==> src/rtl/regfile_multiport.sv <==
// Parametrised multi-port register file with per-bit write masks, optional
// same-cycle write-to-read bypass and optional registered read ports.
module regfile_multiport #(
  parameter int               WIDTH        = 4,
  parameter int               DEPTH        = 4,
  parameter int               NUM_READ     = 2,
  parameter int               NUM_WRITE    = 2,
  parameter int               READ_LATENCY = 0,
  parameter int               BYPASS       = 1,
  parameter logic [WIDTH-1:0] RESET_VALUE  = '0,
  localparam int              AW           = ($clog2(DEPTH) < 1) ? 1 : $clog2(DEPTH)
) (
  input  logic                       CLK,
  input  logic                       RESET,
  input  logic [NUM_READ*AW-1:0]     read_addr,
  output logic [NUM_READ*WIDTH-1:0]  read_data,
  input  logic [NUM_WRITE*AW-1:0]    write_addr,
  input  logic [NUM_WRITE*WIDTH-1:0] write_data,
  input  logic [NUM_WRITE*WIDTH-1:0] write_mask,
  input  logic [NUM_WRITE-1:0]       write_en
);

  logic [WIDTH-1:0]          mem      [DEPTH];
  logic [WIDTH-1:0]          next_mem [DEPTH];
  logic [NUM_READ*WIDTH-1:0] read_val;

  // Later ports are applied last, so the highest-index port wins per mask bit.
  // Addresses at or beyond DEPTH never match an entry and are dropped.
  always_comb begin
    for (int e = 0; e < DEPTH; e++) begin
      next_mem[e] = mem[e];
      for (int j = 0; j < NUM_WRITE; j++) begin
        if (write_en[j] && (write_addr[j*AW +: AW] == AW'(e))) begin
          next_mem[e] = (next_mem[e] & ~write_mask[j*WIDTH +: WIDTH])
                      | (write_data[j*WIDTH +: WIDTH] & write_mask[j*WIDTH +: WIDTH]);
        end
      end
    end
  end

  always_ff @(posedge CLK) begin
    for (int e = 0; e < DEPTH; e++) begin
      if (RESET) begin
        mem[e] <= RESET_VALUE;
      end else begin
        mem[e] <= next_mem[e];
      end
    end
  end

  // Bypass reads see the post-edge value of the entry; suppressed during reset.
  always_comb begin
    read_val = '0;
    for (int i = 0; i < NUM_READ; i++) begin
      for (int e = 0; e < DEPTH; e++) begin
        if (read_addr[i*AW +: AW] == AW'(e)) begin
          read_val[i*WIDTH +: WIDTH] = ((BYPASS != 0) && !RESET) ? next_mem[e] : mem[e];
        end
      end
    end
  end

  generate
    if (READ_LATENCY == 1) begin : g_reg_read
      logic [NUM_READ*WIDTH-1:0] read_q;

      always_ff @(posedge CLK) begin
        if (RESET) begin
          read_q <= {NUM_READ{RESET_VALUE}};
        end else begin
          read_q <= read_val;
        end
      end

      assign read_data = read_q;
    end else begin : g_comb_read
      assign read_data = read_val;
    end
  endgenerate

endmodule

==> config.mk <==
export PLATFORM = sky130hd
export DESIGN_NAME = regfile_multiport
export DESIGN_NICKNAME = d
export VERILOG_FILES = /design/src/rtl/regfile_multiport.sv
export SDC_FILE = /design/constraint.sdc
export NUM_CORES = 1
export LEC_CHECK = 0
export CORE_MARGIN = 5
export CORE_UTILIZATION = 50
export CTS_BUF_LIST = sky130_fd_sc_hd__clkbuf_8
export CTS_CLUSTER_SIZE = 12
export DETAILED_ROUTE_END_ITERATION = 6
export GPL_TIMING_DRIVEN = 0
export PLACE_DENSITY = 0.78
export SLEW_MARGIN = 30
export SYNTH_ARGS = -nofsm -noshare
export SYNTH_HDL_FRONTEND = slang
export SYNTH_SLANG_ARGS = --single-unit
==> constraint.sdc <==
create_clock -name CLK -period 3 [get_ports CLK]
set_input_delay 0.6 -clock CLK [delete_from_list [all_inputs] [get_ports CLK]]
set_output_delay 0.6 -clock CLK [all_outputs]
set_load 0.005 [all_outputs]
### Word level (Yosys, flattened, before mapping)

Memories as Yosys holds them, arrays and structs flattened.
Index checks and enable logic that the tools add are counted.

| word-level totals | value |
|---|---|
| register bits | 0 |
| memory bits (writable) | 16 |
| input bits | 28 |
| output and inout port bits | 8 |
| memories | 1 |

| operators by class | value |
|---|---|
| equality and inequality tests | 12 |
| muxes and demuxes | 27 |
| bitwise operators | 24 |
| reductions and logical operators | 12 |

Memories:

| name | words | width | rd ports | clocked after memory_dff | wr ports | line | RTL |
|---|---|---|---|---|---|---|---|
| mem | 4 | 4 | 4 | 0 | 4 | 23 | `logic [WIDTH-1:0] mem [DEPTH];` |

Operators by type and width:

| cell | number |
|---|---|
| $mux W4 | 24 |
| $and A4 B4 Y4 | 10 |
| $or A4 B4 Y4 | 8 |
| $eq A2 B2 Y1 const B | 8 |
| $eq A2 B1 Y1 const B | 4 |
| $logic_and A1 B1 Y1 | 8 |
| $logic_not A2 Y1 | 4 |
| $not A4 Y4 | 2 |
| $or A1 B1 Y1 | 4 |
| $mux W1 | 3 |

### Logic depth before layout (Yosys ltp)

| depth | value |
|---|---|
| word-level depth | 12 |
| depth in mapped cells | 7 |
| gate-level depth less buffers | 5 |

### Worst setup path before layout

OpenSTA, ideal clock, no wires.

| path | value |
|---|---|
| kind | input to output |
| start point | input port write_addr[1] |
| end point | output port read_data[1] |
| arrival | 1944 ps |
| data required time | 2400 ps |
| setup slack | 456 ps |
| stages | 6 |
| path buffers | 1 |
| cells stage by stage | buf_4 > nor4bb_1 > mux2_1 > mux2i_1 > o21ai_1 > a221o_1 |

| between the ends | value |
|---|---|
| longest elaborated chain between the ends | 11 |
| elaborated cells on any way between the ends | 32 |
| those cells by class | eq/ne (3); mux (16); bitwise (8); reduce/logical (5) |

Ends and longest elaborated chain:

| element | line | RTL |
|---|---|---|
| start, declared | 17 | `input logic [NUM_WRITE*AW-1:0] write_addr,` |
| $logic_not A2 Y1 | 33 | `if (write_en[j] && (write_addr[j*AW +: AW] == AW'(e))) begin` |
| $logic_and A1 B1 Y1 | 33 |  |
| $mux W4 | 33 |  |
| $and A4 B4 Y4 | 34 | `next_mem[e] = (next_mem[e] & ~write_mask[j*WIDTH +: WIDTH])` |
| $or A4 B4 Y4 | 35 | `\| (write_data[j*WIDTH +: WIDTH] & write_mask[j*WIDTH +: WIDTH]);` |
| $mux W4 | 33 |  |
| $mux W4 | 57 | `read_val[i*WIDTH +: WIDTH] = ((BYPASS != 0) && !RESET) ? next_mem[e] : mem[e];` |
| $mux W4 (3 in a row) | 56 | `if (read_addr[i*AW +: AW] == AW'(e)) begin` |
| $mux W4 * | 56 |  |
| end, declared | 16 | `output logic [NUM_READ*WIDTH-1:0] read_data,` |

Every way passes the cells marked *; elsewhere a longest branch is shown, timed or not.

### Worst setup path in the final report

| path | value |
|---|---|
| start point | input port write_addr[3] |
| end point | output port read_data[0] |

| between the ends | value |
|---|---|
| longest elaborated chain between the ends | 8 |
| elaborated cells on any way between the ends | 20 |
| those cells by class | eq/ne (3); mux (12); reduce/logical (5) |

Ends and longest elaborated chain:

| element | line |
|---|---|
| $logic_not A2 Y1 | 33 |
| $logic_and A1 B1 Y1 | 33 |
| $mux W4 | 33 |
| $mux W4 | 57 |
| $mux W4 (3 in a row) | 56 |
| $mux W4 * | 56 |

Marked as above.

==> summary.md <==
| Metric | Value |
|---|---|
| Worst-skew pair later-pin latency | `0.27 ns` |
| Slowest CP cell | `mux2_4` |
| Final Slew Violations | `0` |
| Total Nets Final | `slightly above 300` |
| Pin count of the biggest net entering global routing | `11` |
| H-tree levels | `1` |
| Routability cong. | `slightly below 0.9` |
| Post-synth top cells | `nor2_1 (21), nand4b_1 (18), dfxtp_1 (16), nand2_1 (16), mux2i_1 (14)` |
| Yosys cell types | `46` |
| Hold Buf Count CTS | `0` |
| Post-synth EDFFs | `0` |
| Core area | `3337 µm²` |
| Vias in the first global route | `approximately 1900` |
| Syn Std Cell Area | `around 1700 µm²` |
| CP arrival | `~2.3 ns` |
| Seq/Total Area, Yosys | `18.60%` |
| Final period util | `between 90 and 100%` |
| # clock sinks | `16` |
| Tmin final | `between 2 and 3 ns` |
| Cells along the critical path | `buf_2 > buf_6 > nor3b_4 > buf_4 > nand2_2 > mux2_4 > o22ai_2 > a221oi_2 > dlygate4sd2_1` |
| Clk Tree Root Cell | `clkbuf_8` |
| Critical path buffers and inverters | `4` |
| 1st-iter DRT viols | `257` |
| Max-cap viol count | `0` |
| Worst setup path class | `in2out` |
| Synth warn | `0` |
| Status | `complete, no violations` |
| Cell Pwr Density | `280.7 nW/µm²` |
| DP Wirelength | `~4000 µm` |
| DRC | `0` |
| Hold Crit Class | `reg2reg` |
| Syn nets | `~240` |
| Critical path peak fanout | `5` |
| Crit. Startpoint | `write_addr[3]` |
| Critical path data required time | `between 2 and 2.5 ns` |
| Grt ovf | `0` |
| Hold path start | `mem[1][3]` |
| First-pass iteration count of the detailed router | `4` |
| Layout cell share with drive strength beyond 1 | `between 20% and 30%` |
| RSZ-0062 raised after global routing | `no` |
| Starting Density | `between 50% and 60%` |
| Area Overhead vs Synth | `45.28%` |
| F_max | `approximately 0.34 GHz` |
| Most frequent cell after synthesis | `nor2_1` |
| Top-area cell type share of the netlist area | `around a fifth` |
| Routed wire length per instance | `between 15 and 20 µm` |
| Crit-path leading delay family | `buffers and inverters` |
| Routed WL | `6389 µm` |
| Number of diodes | `0` |
| Largest register FFs | `16` |
| Total clock buffers created by CTS | `3` |
| Final Power | `roughly 0.7 mW` |
| Final setup vio count | `0` |
| Cell Rows | `21` |
| Final hold vios | `0` |
| Post-synth top area cell | `dfxtp_1` |
| Slew HR | `just over 60%` |
| Vias | `2152` |
| Top flop regs | `mem (16)` |
| Synth area leaders | `dfxtp_1 (19%), nand4b_1 (9.2%), mux2i_1 (8.1%)` |
| Antenna violations before repair | `0` |
| Crit start category | `primary input` |
| Avg Cell Area, Syn | `between 8 and 9 µm²` |
| Worst ir drop on vdd | `roughly 270 µV` |
| Global Route Usage Sum | `27.29%` |
| WHS | `a little under 0.5 ns` |
| DIE WIDTH | `68.68 µm` |
| Detail-routed via count per cell | `~6.7` |
| PortBufs | `33` |
| First-pass GRT wire length | `~9400 µm` |
| Crit. End Element | `output pin` |
| Die Ht | `68.68 µm` |
| Post-synthesis async set-or-reset flop share | `0%` |
| Setup TNS Final | `0 ns` |
| Top Ports | `36` |
| P_leak | `1.088 nW` |
| Yosys reg bits | `16` |
| Slew @ Worst Pin | `about 0.58 ns` |
| Largest Register | `mem` |
| Clk buf depth | `2` |
| R2r startpoint | `mem[0][1]` |
| Setup skew after layout | `0 ns` |
| CP peak stage delay | `0.31 ns` |
| Main synth FF type | `dfxtp_1` |
| Die ar. | `roughly 4700 µm²` |
| Final antenna-violating net count | `0` |
| Synthesized instance count | `around 210` |
| CTS tree | `built` |
| Reg clk slew, reported paths | `roughly 0.070 ns` |
## report_power, final
part / switching (mW) / total, mW / internal (mW) / leakage, nW
combinational: 0.138 / 0.261 / 0.123 / 0.929
clock: 0.0955 / 0.213 / 0.117 / 0.0288
sequential: 0.00623 / 0.229 / 0.223 / 0.130
total: 0.239 / 0.702 / 0.463 / 1.09
## placed cells by master (no fill, tap or decap), drive strengths merged, types with 9 or more instances in the layout
cell type / n
a21oi: 12
nand4b: 19
a211oi: 14
nand2: 16
clkbuf: 9
dlygate4sd2: 10
dfxtp: 16
inv: 11
mux2i: 14
nor2: 22
buf: 41
## metal layers
metal | global-route usage, % | vias up | wire length, µm | part of all wire [%]
met5 | 0 | - | 0 | 0
met4 | 10.17 | 0 | 235 | 3.7
met3 | 6.159 | 27 | 630 | 9.9
met2 | 45.41 | 138 | 2980 | 47
met1 | 34.05 | 1010 | 2543 | 40
li1 | - | 977 | - | -
## stage by stage
step           setup WS [ns]  std cells  instance area [µm²]  utilization [%]
3_5_place_dp         -0.6344        292                 2110            63.22
3_3_place_gp         -0.6567        292                 2110            63.22
5_1_grt              0.01212        321                 2501            74.95
6_report             0.07363        321                 2501            74.95
4_1_cts             0.006329        316                 2424            72.63
2_1_floorplan         0.4557        213                 1722                -
## worst min-delay path: cells and delay by family (launching register included)
family | cells | cell delay (ns)
AOI/OAI and AO/OA | 1 | 0.07
DFF | 1 | 0.32
and+or+nand+nor | 1 | 0.05
## worst paths after layout
check             slack, ns      endpoint  cells after the start
setup / recovery       0.07  read_data[0]                      9
hold / removal         0.49     mem[1][3]                      2
setup reg to reg       1.83     mem[0][1]                      5
hold reg to reg        0.49     mem[1][3]                      2
## cell type report
type	count	area [µm²]
Fill cell	257	835.8
Timing Repair Buffer	58	489.2
Clock buffer	4	55.05
Tap cell	46	57.56
Buffer	14	116.4
Sequential cell	16	320.3
Inverter	11	41.29
Multi-Input combinational cell	172	1421
## what timing repair did
| action | in CTS | in global routing |
|---|---|---|
| endpoints found under the setup margin | 8 | 8 |
| buffers inserted | 18 | 5 |
| cloned | 2 | 0 |
| pin swaps | 20 | 13 |
| resized for setup | 68 | 28 |
## logic make-up after synthesis
group           Yosys count  synth area share [%]
mux                      17                 10.10
buf+inv                  25                 7.485
compound gates           62                 26.96
flops                    16                 18.60
simple gates             93                 36.85
Note: power is estimated with default switching activity, not from simulation.
